## src/rtl/execute_muldiv_if.sv

```systemverilog
// Operand/result bundle between the decode/execute register and the
// iterative multiply/divide unit.
interface execute_muldiv_if #(
  parameter int XLEN = 32
);
  logic            in_valid;
  logic [2:0]      in_funct3;
  logic [XLEN-1:0] in_rs1_data;
  logic [XLEN-1:0] in_rs2_data;
  logic [4:0]      in_rd;
  logic            flush;

  logic            busy;
  logic            result_valid;
  logic [XLEN-1:0] result;
  logic [4:0]      result_rd;

  modport master (
    output in_valid, in_funct3, in_rs1_data, in_rs2_data, in_rd, flush,
    input  busy, result_valid, result, result_rd
  );

  modport slave (
    input  in_valid, in_funct3, in_rs1_data, in_rs2_data, in_rd, flush,
    output busy, result_valid, result, result_rd
  );
endinterface

```

## src/rtl/execute_muldiv.sv

```systemverilog
// Iterative RV32M multiply/divide unit for the execute stage.
// Fixed occupancy: accept, 32 shift iterations, one result cycle.
module execute_muldiv #(
  parameter int XLEN = 32
) (
  input  logic             clk,
  input  logic             rst_n,
  execute_muldiv_if.slave  bus
);

  typedef enum logic [1:0] {
    IDLE,
    RUN,
    DONE
  } state_t;

  state_t state;
  state_t state_next;

  logic [4:0]      count;
  logic [2:0]      op_funct3;
  logic [4:0]      op_rd;
  logic [XLEN-1:0] mag_a;
  logic [XLEN-1:0] mag_b;
  logic            neg_result;
  logic            div_zero;
  logic            div_ovf;

  logic [2*XLEN-1:0] prod;
  logic [XLEN-1:0]   quo;
  logic [XLEN-1:0]   rem;

  logic            result_valid_q;
  logic [XLEN-1:0] result_q;
  logic [4:0]      result_rd_q;

  logic accept;
  logic finish;

  assign accept = (state == IDLE) && bus.in_valid && !bus.flush;
  assign finish = (state == RUN) && (count == 5'd31) && !bus.flush;

  // Operand sign decode: which operands are signed, their magnitudes, and
  // the sign the final result must carry.
  logic            a_signed;
  logic            b_signed;
  logic            sign_a;
  logic            sign_b;
  logic [XLEN-1:0] abs_a;
  logic [XLEN-1:0] abs_b;
  logic            neg_in;
  logic            zero_in;
  logic            ovf_in;

  always_comb begin
    a_signed = 1'b0;
    b_signed = 1'b0;
    case (bus.in_funct3)
      3'd1, 3'd4, 3'd6: begin
        a_signed = 1'b1;
        b_signed = 1'b1;
      end
      3'd2: a_signed = 1'b1;
      default: begin
        a_signed = 1'b0;
        b_signed = 1'b0;
      end
    endcase

    sign_a = a_signed && bus.in_rs1_data[XLEN-1];
    sign_b = b_signed && bus.in_rs2_data[XLEN-1];
    abs_a  = sign_a ? -bus.in_rs1_data : bus.in_rs1_data;
    abs_b  = sign_b ? -bus.in_rs2_data : bus.in_rs2_data;

    // Remainder follows the dividend; products and quotients follow sA^sB.
    if (bus.in_funct3[2] && bus.in_funct3[1]) begin
      neg_in = sign_a;
    end else begin
      neg_in = sign_a ^ sign_b;
    end

    zero_in = (bus.in_rs2_data == '0);
    ovf_in  = !bus.in_funct3[0] && bus.in_funct3[2] &&
              (bus.in_rs1_data == {1'b1, {(XLEN-1){1'b0}}}) &&
              (bus.in_rs2_data == '1);
  end

  // One radix-2 step of each core per cycle; both run, the op picks one.
  logic [XLEN:0]     mul_sum;
  logic [2*XLEN-1:0] prod_step;
  logic [XLEN:0]     rem_trial;
  logic [XLEN+1:0]   rem_diff;
  logic [XLEN-1:0]   rem_step;
  logic [XLEN-1:0]   quo_step;
  logic              div_unused;

  always_comb begin
    mul_sum   = {1'b0, prod[2*XLEN-1:XLEN]} + (prod[0] ? {1'b0, mag_a} : '0);
    prod_step = {mul_sum, prod[XLEN-1:1]};

    rem_trial = {rem, quo[XLEN-1]};
    rem_diff  = {1'b0, rem_trial} - {2'b00, mag_b};
    if (!rem_diff[XLEN+1]) begin
      rem_step = rem_diff[XLEN-1:0];
      quo_step = {quo[XLEN-2:0], 1'b1};
    end else begin
      rem_step = rem_trial[XLEN-1:0];
      quo_step = {quo[XLEN-2:0], 1'b0};
    end
  end

  // A restored remainder is always below the divisor, so bit XLEN is zero.
  assign div_unused = rem_diff[XLEN];

  // Final sign fix and special cases, evaluated on the last iteration so the
  // registered result is ready the cycle DONE is entered.
  logic [2*XLEN-1:0] prod_signed;
  logic [XLEN-1:0]   quo_signed;
  logic [XLEN-1:0]   rem_signed;
  logic [XLEN-1:0]   final_result;

  always_comb begin
    prod_signed  = neg_result ? -prod_step : prod_step;
    quo_signed   = neg_result ? -quo_step  : quo_step;
    rem_signed   = neg_result ? -rem_step  : rem_step;
    final_result = '0;
    case (op_funct3)
      3'd0:             final_result = prod_signed[XLEN-1:0];
      3'd1, 3'd2, 3'd3: final_result = prod_signed[2*XLEN-1:XLEN];
      3'd4, 3'd5: begin
        if (div_zero) begin
          final_result = '1;
        end else if (div_ovf) begin
          final_result = {1'b1, {(XLEN-1){1'b0}}};
        end else begin
          final_result = quo_signed;
        end
      end
      default: begin
        // With a zero divisor the core already hands back the dividend.
        if (div_ovf && !div_zero) begin
          final_result = '0;
        end else begin
          final_result = rem_signed;
        end
      end
    endcase
  end

  always_ff @(posedge clk or negedge rst_n) begin
    if (!rst_n) begin
      state <= IDLE;
    end else begin
      state <= state_next;
    end
  end

  always_comb begin
    state_next = state;
    case (state)
      IDLE: begin
        if (accept) begin
          state_next = RUN;
        end
      end
      RUN: begin
        if (bus.flush) begin
          state_next = IDLE;
        end else if (count == 5'd31) begin
          state_next = DONE;
        end
      end
      DONE:    state_next = IDLE;
      default: state_next = IDLE;
    endcase
  end

  always_ff @(posedge clk or negedge rst_n) begin
    if (!rst_n) begin
      count          <= '0;
      op_funct3      <= '0;
      op_rd          <= '0;
      mag_a          <= '0;
      mag_b          <= '0;
      neg_result     <= 1'b0;
      div_zero       <= 1'b0;
      div_ovf        <= 1'b0;
      prod           <= '0;
      quo            <= '0;
      rem            <= '0;
      result_valid_q <= 1'b0;
      result_q       <= '0;
      result_rd_q    <= '0;
    end else begin
      result_valid_q <= 1'b0;
      if (accept) begin
        count      <= '0;
        op_funct3  <= bus.in_funct3;
        op_rd      <= bus.in_rd;
        mag_a      <= abs_a;
        mag_b      <= abs_b;
        neg_result <= neg_in;
        div_zero   <= zero_in;
        div_ovf    <= ovf_in;
        prod       <= {{XLEN{1'b0}}, abs_b};
        quo        <= abs_a;
        rem        <= '0;
      end else if (state == RUN) begin
        count <= count + 5'd1;
        prod  <= prod_step;
        quo   <= quo_step;
        rem   <= rem_step;
      end
      if (finish) begin
        result_valid_q <= 1'b1;
        result_q       <= final_result;
        result_rd_q    <= op_rd;
      end
    end
  end

  assign bus.busy         = (state != IDLE);
  assign bus.result_valid = result_valid_q;
  assign bus.result       = result_q;
  assign bus.result_rd    = result_rd_q;

endmodule
```

## src/flat_wrapper.sv

```systemverilog
// flat-port wrapper written by rule: the top's interface ports become plain ports
module execute_muldiv_flat 
#(
  parameter int XLEN = 32
)
  (clk, rst_n, bus_in_valid, bus_in_funct3, bus_in_rs1_data, bus_in_rs2_data, bus_in_rd, bus_flush, bus_busy, bus_result_valid, bus_result, bus_result_rd);
  execute_muldiv_if #(.XLEN(XLEN)) bus_i ();
  input  logic clk;
  input  logic rst_n;
  input wire logic [$bits(bus_i.in_valid)-1:0] bus_in_valid;
  input wire logic [$bits(bus_i.in_funct3)-1:0] bus_in_funct3;
  input wire logic [$bits(bus_i.in_rs1_data)-1:0] bus_in_rs1_data;
  input wire logic [$bits(bus_i.in_rs2_data)-1:0] bus_in_rs2_data;
  input wire logic [$bits(bus_i.in_rd)-1:0] bus_in_rd;
  input wire logic [$bits(bus_i.flush)-1:0] bus_flush;
  output wire logic [$bits(bus_i.busy)-1:0] bus_busy;
  output wire logic [$bits(bus_i.result_valid)-1:0] bus_result_valid;
  output wire logic [$bits(bus_i.result)-1:0] bus_result;
  output wire logic [$bits(bus_i.result_rd)-1:0] bus_result_rd;
  assign bus_i.in_valid = bus_in_valid;
  assign bus_i.in_funct3 = bus_in_funct3;
  assign bus_i.in_rs1_data = bus_in_rs1_data;
  assign bus_i.in_rs2_data = bus_in_rs2_data;
  assign bus_i.in_rd = bus_in_rd;
  assign bus_i.flush = bus_flush;
  assign bus_busy = bus_i.busy;
  assign bus_result_valid = bus_i.result_valid;
  assign bus_result = bus_i.result;
  assign bus_result_rd = bus_i.result_rd;
  execute_muldiv #(.XLEN(XLEN)) u_core (.clk(clk), .rst_n(rst_n), .bus(bus_i));
endmodule
```

## config.mk

```make
export PLATFORM = sky130hd
export DESIGN_NAME = execute_muldiv_flat
export DESIGN_NICKNAME = d
export VERILOG_FILES = /design/src/rtl/execute_muldiv_if.sv /design/src/rtl/execute_muldiv.sv /design/src/flat_wrapper.sv
export SDC_FILE = /design/constraint.sdc
export NUM_CORES = 1
export LEC_CHECK = 0
export ABC_AREA = 1
export BUFFER_PORTS_ARGS = -buffer_cell sky130_fd_sc_hd__buf_2
export CORE_ASPECT_RATIO = 2
export CORE_MARGIN = 4
export CORE_UTILIZATION = 25
export CTS_BUF_LIST = sky130_fd_sc_hd__clkbuf_8
export CTS_CLUSTER_DIAMETER = 200
export DETAILED_ROUTE_END_ITERATION = 10
export MAX_ROUTING_LAYER = met4
export RECOVER_POWER = 50
export REMOVE_ABC_BUFFERS = 1
export SLEW_MARGIN = 20
export SYNTH_ARGS = -nofsm -noshare
export SYNTH_HDL_FRONTEND = slang
export SYNTH_SLANG_ARGS = --single-unit
```

## constraint.sdc

```tcl
create_clock -name clk -period 8.1 [get_ports clk]
set_input_delay 1.62 -clock clk [delete_from_list [all_inputs] [get_ports clk]]
set_output_delay 1.62 -clock clk [all_outputs]
set_load 0.03 [all_outputs]
```

=== Yosys cells after proc, flatten, opt, wreduce, memory -nomap -nowiden ===
Cells that the tools add are included.

* Bits in registers: 248
* Bits of input ports: 76
* Output and inout port bits: 39
* Logic and storage cells: 91

* $add $sub $neg: 8
* Eq/ne operators: 15
* Muxes and demuxes: 28
* Bitwise operators: 1
* Reduce and logical (&&, ||, !) cells: 24

{| class="wikitable"
|+ Operators by type and width
! operator !! count
|-
| two-way mux 32 bit || 13
|-
| two-way mux 64 bit || 3
|-
| negation 32 bit || 4
|-
| one-hot mux 32 bit (3 select lines) || 1
|-
| == test 32 bit (second input constant) || 2
|-
| negation 64 bit || 1
|-
| subtractor 33 x 32 -> 34 bit || 1
|-
| adder 32 x 33 -> 33 bit || 1
|-
| zero test 32 bit || 1
|-
| == test 3 bit (second input constant) || 4
|-
| logical AND 1 bit || 11
|-
| two-way mux 5 bit || 2
|-
| == test 3 x 2 -> 1 bit (second input constant) || 3
|-
| == test 3 x 1 -> 1 bit (second input constant) || 2
|-
| two-way mux 2 bit || 3
|-
| OR reduction 3 bit || 2
|-
| adder 5 x 1 -> 5 bit (second input constant) || 1
|-
| == test 5 bit (second input constant) || 1
|-
| two-way mux 1 bit || 5
|-
| one-hot mux 2 bit (2 select lines) || 1
|-
| nonzero test 2 bit || 2
|-
| OR reduction 4 bit || 1
|-
| zero test 1 bit || 3
|-
| zero test 3 bit || 1
|-
| other kinds (7) || 7
|}

=== Logic depth before layout (Yosys ltp) ===
* Word-level depth: 7
* Depth in mapped cells: 31
* Depth with buffers taken out: 29

=== Least setup slack after synthesis ===
OpenSTA, ideal clock, no wires.

* Path kind: register to register
* Start point: register u_core.rem[23]
* End point: register u_core.result_q[28], in the netlist u_core.bus.result[28]
* Setup time: 0.121 ns
* Arrival: 3.522 ns
* Required time: 7.979 ns
* Path slack: 4.457 ns
* Cell stages (with the launch flop): 28
* Path buffers: 2
* Clock period less this slack: 3.643 ns
* Path through: dfrtp_1 -> ha_1 -> nand2_1 -> nand2_1 -> o21bai_1 -> clkinv_1 -> nand2_2 -> a21oi_4 -> nand2_4 -> buf_6 -> inv_2 -> buf_2 -> ha_1 -> nand3_1 -> nor2_1 -> nand2_1 -> nor2_1 -> nand2_1 -> nand2_1 -> o21ai_0 -> a21oi_1 -> o21ai_0 -> a21oi_1 -> o21ai_0 -> a21oi_1 -> nand2_1 -> nor2_1 -> a21oi_1

* Cells in the longest elaborated chain, start to end: 7
* Elaborated cells between the ends (all ways): 11
* Classes of those cells: 3 x add/sub; 8 x mux

{| class="wikitable"
|+ Ends and longest elaborated chain
! item !! line !! text
|-
| start: declaration || execute_muldiv.sv:31 || <nowiki>logic [XLEN-1:0] rem;</nowiki>
|-
| start signal: assignment || execute_muldiv.sv:212 || <nowiki>rem <= rem_step;</nowiki>
|-
| subtractor 33 x 32 -> 34 bit || execute_muldiv.sv:102 || <nowiki>rem_diff = {1'b0, rem_trial} - {2'b00, mag_b};</nowiki>
|-
| two-way mux 1 bit || execute_muldiv.sv:103 || <nowiki>if (!rem_diff[XLEN+1]) begin</nowiki>
|-
| negation 32 bit || execute_muldiv.sv:124 || <nowiki>quo_signed = neg_result ? -quo_step : quo_step;</nowiki>
|-
| two-way mux 32 bit || execute_muldiv.sv:124 ||
|-
| two-way mux 32 bit || execute_muldiv.sv:133 || <nowiki>end else if (div_ovf) begin</nowiki>
|-
| two-way mux 32 bit || execute_muldiv.sv:131 || <nowiki>if (div_zero) begin</nowiki>
|-
| one-hot mux 32 bit (3 select lines) * || execute_muldiv.sv:127 || <nowiki>case (op_funct3)</nowiki>
|-
| end signal: assignment || execute_muldiv.sv:216 || <nowiki>result_q <= final_result;</nowiki>
|-
| end: declaration || execute_muldiv.sv:34 || <nowiki>logic [XLEN-1:0] result_q;</nowiki>
|}

Every way passes the cells marked *; elsewhere a longest branch is shown, timed or not.
A chain may end at the register's enable or synchronous reset.

=== Final worst setup path ===
* Start point: input port bus_flush
* End point: register u_core.div_ovf

* Cells in the longest elaborated chain, start to end: 2

{| class="wikitable"
|+ Ends and longest elaborated chain
! item !! line !! text
|-
| start: declaration || flat_wrapper.sv:15 || <nowiki>input wire logic [$bits(bus_i.flush)-1:0] bus_flush;</nowiki>
|-
| zero test 1 bit || execute_muldiv.sv:40 || <nowiki>assign accept = (state == IDLE) && bus.in_valid && !bus.flush;</nowiki>
|-
| logical AND 1 bit || execute_muldiv.sv:40 ||
|-
| end signal: assignment || execute_muldiv.sv:204 || <nowiki>div_ovf <= ovf_in;</nowiki>
|-
| end: declaration || execute_muldiv.sv:27 || <nowiki>logic div_ovf;</nowiki>
|}

Every way passes these cells.

==> summary.md <==
| Metric | Value |
|---|---|
| Outcome | `complete, but fails checks` |
| Failing checks | `max-capacitance violations, max-slew violations` |
| Root buffer cell | `clkbuf_8` |
| Critical path's largest stage delay | `2.21 ns` |
| Die Y | `416.9 um` |
| Crit-path cells | `clkbuf_1, inv_1, nand3_1, clkbuf_1, buf_4, nor4_1, buf_4, nand4_1, o22ai_1` |
| Worst Setup Start Kind | `input port` |
| Post-synth top flop | `dfrtp_1` |
| Min Clock Period, post-route | `5.653 ns` |
| Buf/Inv on CP | `5` |
| Avg Cell Area, Syn | `6.122 um2` |
| Row Count | `149` |
| Area grow syn2layout | `11.57%` |
| Ys Warns | `0` |
| Cell taking the most area after synthesis | `dfrtp_1` |
| Post-Place Cells | `4505` |
| Seq cells post-synth | `248` |
| Synth area leaders | `dfrtp_1 30%, nand2_1 19%, inv_1 8.6%` |
| Vias | `23080` |
| Netlist cell types | `54` |
| Hold Buf Count CTS | `0` |
| Antenna violations before repair | `12` |
| Clock buffer depth | `3` |
| CTS tree | `done` |
| Fraction of layout cells with a size suffix above 1 | `7.460%` |
| Gpl congestion | `1.022` |
| Fmax | `0.1769 GHz` |
| Vias per Instance | `5.041` |
| Die W | `212.5 um` |
| Gr ovfl total | `0` |
| Ys async rst share | `100.0%` |
| CTS resizes | `0` |
| Peak supply drop | `0.1797 mV` |
| DR pass1 iterations | `6` |
| Fill count | `9448` |
| Remaining antenna violation count | `0` |
| Slew margin rel. | `-160.7%` |
| Worst-Margin Slew | `3.911 ns` |
| Postcts setup bufs | `0` |
| Required @ worst endpoint | `8.52 ns` |
| PwrDens | `348.8 mW/mm2` |
| Seq/Total Area, Yosys | `29.69%` |
| Setup WS post-layout | `2.447 ns` |
| I/O Pins | `115` |
| Synth top area share | `29.69%` |
| Max Cap Viol | `4` |
| Post-synth top cells | `1033 x nand2_1, 477 x inv_1, 353 x nor2_1` |
| Worst Hold Class | `register to register` |
| Wirelength per Cell | `19.83 um` |
| Worst Setup End Kind | `register` |
| Initial Util | `25.25%` |
| Initial DRC Count | `1735` |
| Final setup viols | `0` |
| First-pass GRT wire length | `134900 um` |
| Setup CP Type | `input port to register` |
| Final Skew | `0.03012 ns` |
| Crit Path Max Fanout | `61` |
| Count leader, synth | `nand2_1` |
| Clk sinks | `248` |
| Vias in the first global route | `23090` |
| Die Area | `0.08857 mm2` |
| Overall Global Routing Usage | `20.55%` |
| RSZ-0062 raised after global routing | `false` |
| EDFF count, synth | `0` |
| CTS clock-pin slew for the worst setup and hold paths | `0.07 ns` |
| DRC Markers | `0` |
| Setup TNS | `0 ns` |
| Layout Nets | `3637` |
| CTS HTree Levels | `2` |
| Total Wirelength | `90790 um` |
| Worst path top cell family by delay | `buffers and inverters` |
| Final std cells w/o fill | `4578` |
| CP max-delay cell | `clkbuf_1` |
| CP arrival | `6.08 ns` |
| Pre-CTS WS | `2.828 ns` |
| Core area | `0.08277 mm2` |
| Largest net degree at the start of global routing | `143` |
| Port bufs | `114` |
| Clock Latency Late Sink | `0.60 ns` |
| Final Cycle Share | `69.79%` |
| Post-DP HPWL | `72100 um` |
| Final Hold Viols | `0` |
| Leakage | `0.01203 uW` |
| Cell Area, Synth | `0.02090 mm2` |
| Num CTS Buffers | `37` |
| Post-synthesis cell count | `3414` |
| Final Max Tran Viols | `305` |
==> registers in the layout, indices dropped and copies added, names as in the netlist <==
signal,cells
u_core.op_rd,5
u_core.bus.result_valid,1
u_core.mag_a,32
u_core.div_zero,1
u_core.state,2
u_core.mag_b,32
u_core.op_funct3,3
u_core.prod,64
u_core.bus.result_rd,5
u_core.quo,32
u_core.rem,32
u_core.bus.result,32
u_core.count,5
u_core.div_ovf,1
u_core.neg_result,1
==> layout make-up <==
class	instances	area, um2	share of cell area, %
antenna	9	22.52	0.09658
clock inverter	14	62.56	0.2683
multi-input combinational	2570	12420	53.24
tap	1057	1323	5.672
sequential	248	6210	26.63
timing repair buffer	140	757.0	3.246
inverter	490	1841	7.893
clock buffer	50	688.2	2.951
==> final timing paths <==
check / start / end / slack, ns / cells after the start
max: bus_flush / u_core.div_ovf / 2.45 / 9
min: u_core.count[3] / u_core.count[3] / 0.47 / 1
max reg2reg: u_core.rem[5] / u_core.bus.result[28] / 2.77 / 28
min reg2reg: u_core.count[3] / u_core.count[3] / 0.47 / 1
max in group asynchronous: rst_n / u_core.mag_b[7] / 2.57 / 2
min in group asynchronous: rst_n / u_core.count[2] / 1.07 / 1
==> layer usage <==
layer / track usage (%) / vias to the layer above / wire length [um]
li1: - / 11190 / -
met1: 19.26 / 10740 / 30090
met2: 37.24 / 814 / 47470
met3: 2.098 / 338 / 3995
met4: 16.74 / 0 / 9233
met5: - / - / 0
==> kinds of logic after synthesis <==
logic type / share of synthesized area, %
AO/OA/AOI/OAI: 17.58
XOR/XNOR: 1.425
adder cells (fa/ha/maj): 4.502
buffers and inverters: 11.02
flip-flops: 29.69
AND/OR/NAND/NOR: 35.79
==> per-stage QoR <==
step           hold slack (ns)  utilization, %  instance area [um2]  total power (uW)
2_1_floorplan           0.4378               -                20440              5339
3_3_place_gp            0.4605           27.30                22590              6885
3_5_place_dp            0.4582           27.30                22590              6929
4_1_cts                 0.4701           28.20                23340              8085
5_1_grt                 0.5054           28.17                23310              8818
6_report                0.4688           28.17                23320              8134
==> power breakdown <==
part | switching (uW) | internal [uW]
sequential | 302 | 1570
combinational | 3640 | 1500
clock | 577 | 550
total | 4520 | 3620
==> placed cells by master, fill, tap and decap left out, types with 11 or more instances in the layout <==
master / synthesis / layout
buf_2: 5 / 106
nand3b_1: 12 / 12
nand3_1: 234 / 234
clkbuf_8: 0 / 50
nand4_1: 41 / 41
nand2_1: 1033 / 1033
o21ai_2: 11 / 11
xor2_1: 21 / 21
xnor2_1: 13 / 13
ha_1: 72 / 72
o21ai_0: 327 / 327
a21o_1: 13 / 13
nor2_2: 11 / 11
nor4_1: 13 / 12
inv_1: 477 / 487
o21ai_1: 12 / 12
o22ai_1: 11 / 11
nand2_2: 17 / 17
nor2_1: 353 / 352
dfrtp_1: 248 / 247
buf_4: 0 / 23
a21oi_1: 201 / 201
a22oi_1: 42 / 42
nor3_1: 56 / 54
Note: power is estimated with default switching activity, not from simulation.
